===== src/rtl/gte_pkg.sv =====
// Shared types and constants for the GTE matrix*vector MAC sequencer.
// Holds the state encoding, mux select codes and the per-state output decode.
package gte_pkg;

    typedef enum logic [2:0] {
        IDLE,
        TR,
        C0,
        C1,
        C2,
        WB,
        DONE
    } gte_state_e;

    localparam logic [3:0] MAT_C0   = 4'd0;
    localparam logic [3:0] MAT_C1   = 4'd1;
    localparam logic [3:0] MAT_C2   = 4'd2;
    localparam logic [3:0] SR_VCOMP = 4'd0;
    localparam logic [3:0] SR_ZERO  = 4'd4;
    localparam logic [1:0] CV_NONE  = 2'd3;

    typedef struct packed {
        logic       multi;
        logic [1:0] mx;
        logic [1:0] vec;
        logic [1:0] cv;
    } gte_cmd_t;

    typedef struct packed {
        logic       busy;
        logic       done;
        logic [1:0] mat;
        logic [1:0] vcompo;
        logic [3:0] sel_left;
        logic [3:0] sel_right;
        logic       acc_load_tr;
        logic       acc_clr;
        logic       acc_en;
        logic       wb_en;
        logic [1:0] vec_idx;
    } gte_out_t;

    // Output image of a state; strobes here are unmasked, stall gating happens at the ports.
    function automatic gte_out_t gte_decode(input gte_state_e st, input gte_cmd_t cmd,
                                            input logic [1:0] cnt);
        gte_out_t o;
        o = '0;
        if (st != IDLE) begin
            o.busy    = 1'b1;
            o.mat     = cmd.mx;
            o.vcompo  = cmd.multi ? cnt : cmd.vec;
            o.vec_idx = cnt;
        end
        case (st)
            TR: begin
                o.acc_load_tr = 1'b1;
                o.sel_right   = SR_ZERO;
            end
            C0: begin
                o.sel_left  = MAT_C0;
                o.sel_right = SR_VCOMP;
                o.acc_en    = 1'b1;
                o.acc_clr   = (cmd.cv == CV_NONE);
            end
            C1: begin
                o.sel_left  = MAT_C1;
                o.sel_right = SR_VCOMP;
                o.acc_en    = 1'b1;
            end
            C2: begin
                o.sel_left  = MAT_C2;
                o.sel_right = SR_VCOMP;
                o.acc_en    = 1'b1;
            end
            WB:      o.wb_en = 1'b1;
            DONE:    o.done  = 1'b1;
            default: ;
        endcase
        return o;
    endfunction

endpackage


===== src/rtl/gte_mac_sequencer.sv =====
// Select/strobe sequencer for GTE matrix*vector commands (single vector or V0..V2).
// Outputs are registered from the next-state decode; stall masks the strobes combinationally.
module gte_mac_sequencer
    import gte_pkg::*;
#(
    parameter int NVEC_MULTI = 3
) (
    input  logic       i_clk,
    input  logic       i_nRst,
    input  logic       i_start,
    input  logic       i_multi,
    input  logic [1:0] i_mx,
    input  logic [1:0] i_vec,
    input  logic [1:0] i_cv,
    input  logic       i_stall,
    output logic       o_busy,
    output logic       o_done,
    output logic [1:0] o_mat,
    output logic [1:0] o_vcompo,
    output logic [3:0] o_selLeft,
    output logic [3:0] o_selRight,
    output logic       o_accLoadTr,
    output logic       o_accClr,
    output logic       o_accEn,
    output logic       o_wbEn,
    output logic [1:0] o_vecIdx
);

    localparam logic [1:0] LAST_VEC = 2'(NVEC_MULTI - 1);

    gte_state_e state_q, state_d;
    gte_cmd_t   cmd_q, cmd_d;
    logic [1:0] cnt_q, cnt_d;
    gte_out_t   out_q;

    always_comb begin
        state_d = state_q;
        cmd_d   = cmd_q;
        cnt_d   = cnt_q;
        if (state_q == IDLE) begin
            // Stall is deliberately ignored here so a start is never lost.
            if (i_start) begin
                cmd_d   = '{multi: i_multi, mx: i_mx, vec: i_vec, cv: i_cv};
                cnt_d   = '0;
                state_d = (i_cv == CV_NONE) ? C0 : TR;
            end
        end else if (!i_stall) begin
            case (state_q)
                TR: state_d = C0;
                C0: state_d = C1;
                C1: state_d = C2;
                C2: state_d = WB;
                WB: begin
                    if (cmd_q.multi && (cnt_q != LAST_VEC)) begin
                        cnt_d   = cnt_q + 2'd1;
                        state_d = (cmd_q.cv == CV_NONE) ? C0 : TR;
                    end else begin
                        state_d = DONE;
                    end
                end
                DONE: begin
                    state_d = IDLE;
                    cnt_d   = '0;
                    cmd_d   = '0;
                end
                default: state_d = IDLE;
            endcase
        end
    end

    always_ff @(posedge i_clk or negedge i_nRst) begin
        if (!i_nRst) begin
            state_q <= IDLE;
            cmd_q   <= '0;
            cnt_q   <= '0;
            out_q   <= '0;
        end else begin
            state_q <= state_d;
            cmd_q   <= cmd_d;
            cnt_q   <= cnt_d;
            out_q   <= gte_decode(state_d, cmd_d, cnt_d);
        end
    end

    assign o_busy      = out_q.busy;
    assign o_done      = out_q.done & ~i_stall;
    assign o_mat       = out_q.mat;
    assign o_vcompo    = out_q.vcompo;
    assign o_selLeft   = out_q.sel_left;
    assign o_selRight  = out_q.sel_right;
    assign o_accLoadTr = out_q.acc_load_tr & ~i_stall;
    assign o_accClr    = out_q.acc_clr & ~i_stall;
    assign o_accEn     = out_q.acc_en & ~i_stall;
    assign o_wbEn      = out_q.wb_en & ~i_stall;
    assign o_vecIdx    = out_q.vec_idx;

endmodule


===== config.mk =====
export PLATFORM = sky130hd
export DESIGN_NAME = gte_mac_sequencer
export DESIGN_NICKNAME = d
export VERILOG_FILES = /design/src/rtl/gte_pkg.sv /design/src/rtl/gte_mac_sequencer.sv
export SDC_FILE = /design/constraint.sdc
export NUM_CORES = 1
export LEC_CHECK = 0
export CAP_MARGIN = 25
export CORE_MARGIN = 4
export CORE_UTILIZATION = 30
export DETAILED_ROUTE_END_ITERATION = 10
export GPL_ROUTABILITY_DRIVEN = 0
export HOLD_SLACK_MARGIN = 0.02
export PLACE_DENSITY = 0.61
export SLEW_MARGIN = 20
export SYNTH_ARGS = -nofsm -noshare
export SYNTH_HDL_FRONTEND = slang
export SYNTH_SLANG_ARGS = --single-unit

===== constraint.sdc =====
create_clock -name i_clk -period 2.25 [get_ports i_clk]
set_input_delay 0.3375 -clock i_clk [delete_from_list [all_inputs] [get_ports i_clk]]
set_output_delay 0.3375 -clock i_clk [all_outputs]
set_load 0.01 [all_outputs]

==> flow_metrics.tcl, run 1 <==
set metrics [dict create \
    syn_inst 122 \
    synthArstFlopShare_pct 100 \
    antenna_left 0 \
    overflow 0 \
    yosysWarnings 0 \
    ys.flop_type "dfrtp_1" \
    crit_fanout 7 \
    finalSetupViolCount 0 \
    worstSetupPathType "in2out" \
    path_clk_slew_ns 0.08 \
    rsz0062_at_grt "no" \
    htree_levels 1 \
    crit_top_cell "clkdlybuf4s50_1" \
    ios 31 \
    remaining_drc_errors 0 \
    cp-end-kind "output pin" \
    ys_seq_elements 26 \
    cts_buffers 3 \
    syn2layout_area_growth_pct 20.4 \
    multi_input_area_um2 551 \
    layout_commonest_cell "dfrtp_1" \
    rows 23 \
    timing.setup.tns_ns 0 \
    yosysTopAreaCell "dfrtp_1" \
    grt_pass1_wl_mm 4.21 \
    track_usage_pct 9.80 \
    synth_area_leaders "dfrtp_1 49%, buf_4 7.9%, nor2b_1 5.2%, nor2_1 2.8%, a22o_1 2.6%" \
    nets 154 \
    cts_tree "yes" \
    worstPathRequired_ns 1.91 \
    post_cts_buffers 0 \
    outcome "finished, final reports clean" \
    antenna_cells 0 \
    ys_types 35 \
    crit_slowest_cell "clkdlybuf4s50_1" \
    irDropWorstVdd_mv 0.341 \
    drt_iter0_markers 40 \
    ctsLongestPathBuffers 2 \
    num_vias 905 \
    r2r_slack_ns 0.31 \
    cts_sinks 26 \
    skew_ns 0.00466 \
    ctsResizeCount 0 \
    netlist.area_leader.share_pct 48.8 \
    p_leak_nw 0.735 \
    hold_buffers 0 \
    slowest_delay_ns 0.55 \
    path_cells "clkdlybuf4s50_1 > buf_4 > nor2b_1 > clkdlybuf4s50_1" \
    min_path_type "in2async" \
    drive_above_1_share_pct 10.7 \
    die_area_um2 5570 \
    grt_pass1_vias 954 \
    synth_edf_count 0 \
    routed_wl_mm 2.63 \
    ys_seq_area_share_pct 48.8 \
    worst_ep_arrival_time_ns 1.75 \
    start_util_pct 32.2 \
    final-hold-violation-count 0 \
    drv_slew 0 \
    die_w_um 74.6 \
    avgViaCountPerCell 4.76 \
    clock_latency_ns 0.27 \
    syn_area_um2 1330 \
    io_buffer_count 25 \
    drt_first_pass_iters 4 \
    powerDensity_nw_per_um2 1220 \
    final_cell_mix "26 x dfrtp_1, 25 x clkdlybuf4s50_1, 11 x nor2b_1" \
    nFillCells 404 \
    core_um2 4140 \
    die_h_um 74.6 \
    path_buf_inv 3 \
    hold-worst-slack_ns 0.428 \
    dpl.hpwl_mm 2.00 \
    max_cap_violations 0 \
    cp_top_family "buffers and inverters" \
    regArea_um2 651 \
    antenna_found_initial 0 \
    postSynthAreaPerCell_um2 10.9 \
    root_buffer "clkbuf_8" \
    start_kind "input pin" \
    period_minus_slack_ns 2.09 \
    grt_max_degree 27 \
    max_freq_mhz 479 \
    avgRoutedWirePerCell_um 13.8 \
    fin_crit_sh_pct 92.8 \
]
-- layout make-up --
class	instances	share of cell area (%)
flip-flops and latches	26	40.6
repair buffers	28	17.0
well taps	50	3.90
multi-input cells	76	34.3
clock buffers	3	2.57
inverters	7	1.64
-- state kept, by name, summed over array words and instances (netlist names) --
register,count
o_mat,2
state_q,3
out_q,4
o_vcompo,2
o_selRight,1
cmd_q,7
o_selLeft,2
cnt_q,2
o_busy,1
o_vecIdx,2
-- synthesized netlist by cell type, types with 3 or more instances --
cell,n
dfrtp_1,26
buf_4,14
nor2b_1,11
nor2_1,10
inv_1,7
a211oi_1,4
a21o_1,4
a22o_1,4
nor3_1,4
a21oi_1,3
buf_2,3
mux2i_1,3
-- through the flow --
stage | util [%] | area [um^2] | setup slack (ns) | instances | power, mW
global placement | 37.7 | 1560 | 0.179 | 187 | 1.67
floorplan | - | 1350 | 0.573 | 126 | 1.47
CTS | 38.7 | 1600 | 0.155 | 190 | 1.98
global route | 38.7 | 1600 | 0.0997 | 190 | 2.08
finish | 38.7 | 1600 | 0.163 | 190 | 1.95
detailed placement | 37.7 | 1560 | 0.134 | 187 | 1.71
-- path summary, 6_finish.rpt --
kind,start,depth (start not counted),to
max,i_stall,4,o_accEn
min,i_nRst,2,state_q[0]$_DFF_PN0_
max reg2reg,cnt_q[0]$_DFF_PN0_,7,o_vcompo[0]$_DFF_PN0_
min reg2reg,cmd_q[3]$_DFF_PN0_,1,cmd_q[3]$_DFF_PN0_
max in group asynchronous,i_nRst,2,cmd_q[4]$_DFF_PN0_
min in group i_clk,cmd_q[3]$_DFF_PN0_,1,cmd_q[3]$_DFF_PN0_
-- cell families (layout without fill, tap and decap cells) --
logic type	count (synthesis)	count (layout)	synth area share, %
AO/OA/AOI/OAI	26	26	15.9
adder cells (fa/ha/maj)	1	1	0.939
buffers and inverters	24	38	11.0
flip-flops	26	26	48.8
multiplexers	3	3	2.25
other	1	5	0.281
AND/OR/NAND/NOR	41	41	20.8
-- routing by layer --
metal / up-vias / share of wire [%] / routed length, um / global-route usage, %
li1: 441 / - / - / -
met1: 427 / 39 / 1040 / 10.8
met2: 32 / 54 / 1430 / 18.3
met3: 5 / 4.2 / 111 / 1.34
met4: 0 / 1.9 / 49 / 4.74
met5: - / 0 / 0 / 0
-- where the power goes --
part	switching, mW	internal [mW]	total (mW)
logic	0.450	0.458	0.908
clock network	0.131	0.120	0.251
registers	0.150	0.641	0.791
No activity file was read; power rests on OpenSTA's default activity.
==> run 2, diff against run 1 <==
CORE_MARGIN = default   (was 4)
HOLD_SLACK_MARGIN = default   (was 0.02)
==> run 2 against run 1 <==
  * Final area rose by 0.86%
  * Fmax increased by 0.29%
  * Sequential cell count did not move
  * Critical path depth unchanged
  * Sequential power about the same
  * Core utilization increased by 0.33 points
  * Highest routed layer unchanged
  * Clock skew decreased by 0.0013 ns
  * Global-route usage grew 2.1 points
  * Non-clock buffer count stayed put
  * Setup slack better by 0.0060 ns
  * Largest cell class unchanged
==> flow_metrics.tcl, run 2 (synthesis results as in run 1) <==
set metrics [dict create \
    root_buffer "clkbuf_8" \
    die_h_um 68.6 \
    start_util_pct 32.2 \
    crit_top_cell "clkdlybuf4s50_1" \
    min_path_type "in2async" \
    final-hold-violation-count 0 \
    htree_levels 1 \
    largest_register "cmd_q" \
    num_vias 908 \
    remaining_drc_errors 0 \
    ios 31 \
    core_um2 4140 \
    top_regs "cmd_q (7), out_q (4), state_q (3)" \
    p_leak_nw 0.743 \
    irDropWorstVdd_mv 0.310 \
    p_total_mw 1.98 \
    avgRoutedWirePerCell_um 12.7 \
    worstPathRequired_ns 1.91 \
    timing.setup.tns_ns 0 \
    drv_slew 0 \
    cts_buffers 3 \
    worstSetupPathType "in2out" \
    nets 154 \
    period_minus_slack_ns 2.08 \
    finalSetupViolCount 0 \
    grt_pass1_wl_mm 4.06 \
    max_freq_mhz 481 \
    cts_sinks 26 \
    crit_fanout 7 \
    antenna_found_initial 0 \
    ctsResizeCount 0 \
    utilization_pct 39.0 \
    largest_register_ffs 7 \
    nFillCells 399 \
    antenna_left 0 \
    drive_above_1_share_pct 11.3 \
    cp-end-kind "output pin" \
    die_w_um 68.6 \
    hold_buffers 0 \
    fin_area_um2 1620 \
    path_clk_slew_ns 0.09 \
    max_cap_violations 0 \
    final_cell_mix "26 x dfrtp_1, 25 x clkdlybuf4s50_1, 11 x nor2b_1" \
    rsz0062_at_grt "no" \
    dpl.hpwl_mm 1.85 \
    antenna_cells 0 \
    fin_crit_sh_pct 92.5 \
    crit_slowest_cell "clkdlybuf4s50_1" \
    syn2layout_area_growth_pct 21.4 \
    worst_ep_arrival_time_ns 1.74 \
    powerDensity_nw_per_um2 1230 \
    die_area_um2 4710 \
    grt_max_degree 27 \
    drt_iter0_markers 56 \
    layout_commonest_cell "dfrtp_1" \
    post_cts_buffers 0 \
    skew_ns 0.00340 \
    path_cells "clkdlybuf4s50_1 > buf_4 > nor2b_1 > clkdlybuf4s50_1" \
    grt_pass1_vias 894 \
    io_buffer_count 25 \
    slowest_delay_ns 0.54 \
    drt_first_pass_iters 4 \
    ctsLongestPathBuffers 2 \
    overflow 0 \
    r2r_slack_ns 0.30 \
    outcome "finished, final reports clean" \
    track_usage_pct 11.9 \
    avgViaCountPerCell 4.75 \
    start_kind "input pin" \
    routed_wl_mm 2.42 \
    rows 23 \
    clock_latency_ns 0.27 \
    cts_tree "yes" \
    place_area_um2 1560 \
]
-- run 2: cell types whose count changed in the layout (fill, tap and decap cells not counted), sizes merged --
cell,previous run,this run
clkbuf,3,4
-- run 2: worst paths after layout --
path | endpoint | startpoint | depth (start not counted)
worst max-delay path | o_accLoadTr | i_stall | 4
worst min-delay path | o_selLeft[0]$_DFF_PN0_ | i_nRst | 2
worst max register to register | o_vcompo[0]$_DFF_PN0_ | cnt_q[0]$_DFF_PN0_ | 7
worst min register to register | cmd_q[3]$_DFF_PN0_ | cmd_q[3]$_DFF_PN0_ | 1
max in group asynchronous | cnt_q[1]$_DFF_PN0_ | i_nRst | 2
min in group i_clk | cmd_q[3]$_DFF_PN0_ | cmd_q[3]$_DFF_PN0_ | 1
-- run 2: report_power, final --
group / switching (mW) / internal (mW)
clock: 0.144 / 0.156
combinational: 0.437 / 0.457
sequential: 0.147 / 0.641
-- run 2: per-layer routing --
metal | global-route usage [%] | part of all wire [%] | vias to the layer above
met5 | 0 | 0 | -
li1 | - | - | 441
met1 | 13.3 | 42 | 438
met4 | 8.07 | 2.2 | 0
met3 | 1.97 | 2.4 | 4
met2 | 20.7 | 54 | 25
-- run 2: layout make-up --
cell class | instances | area (um^2) | share of cell area (%)
well taps | 50 | 62.6 | 3.87
multi-input cells | 76 | 551 | 34.0
flip-flops and latches | 26 | 651 | 40.2
repair buffers | 28 | 273 | 16.9
clock buffers | 4 | 55.1 | 3.40
inverters | 7 | 26.3 | 1.62
-- run 2: through the flow --
step | worst slack [ns] | hold WS, ns | std cells
finish | 0.169 | 0.420 | 191
global route | 0.0671 | 0.462 | 191
detailed placement | 0.0856 | 0.505 | 187
floorplan | 0.573 | 0.0419 | 126
CTS | 0.167 | 0.429 | 191
global placement | 0.180 | 0.493 | 187
-- run 2: worst max-delay path, delay by kind of cell --
family / cells / cell delay [ns]
AND/OR/NAND/NOR: 1 / 0.11
buffers and inverters: 3 / 1.29
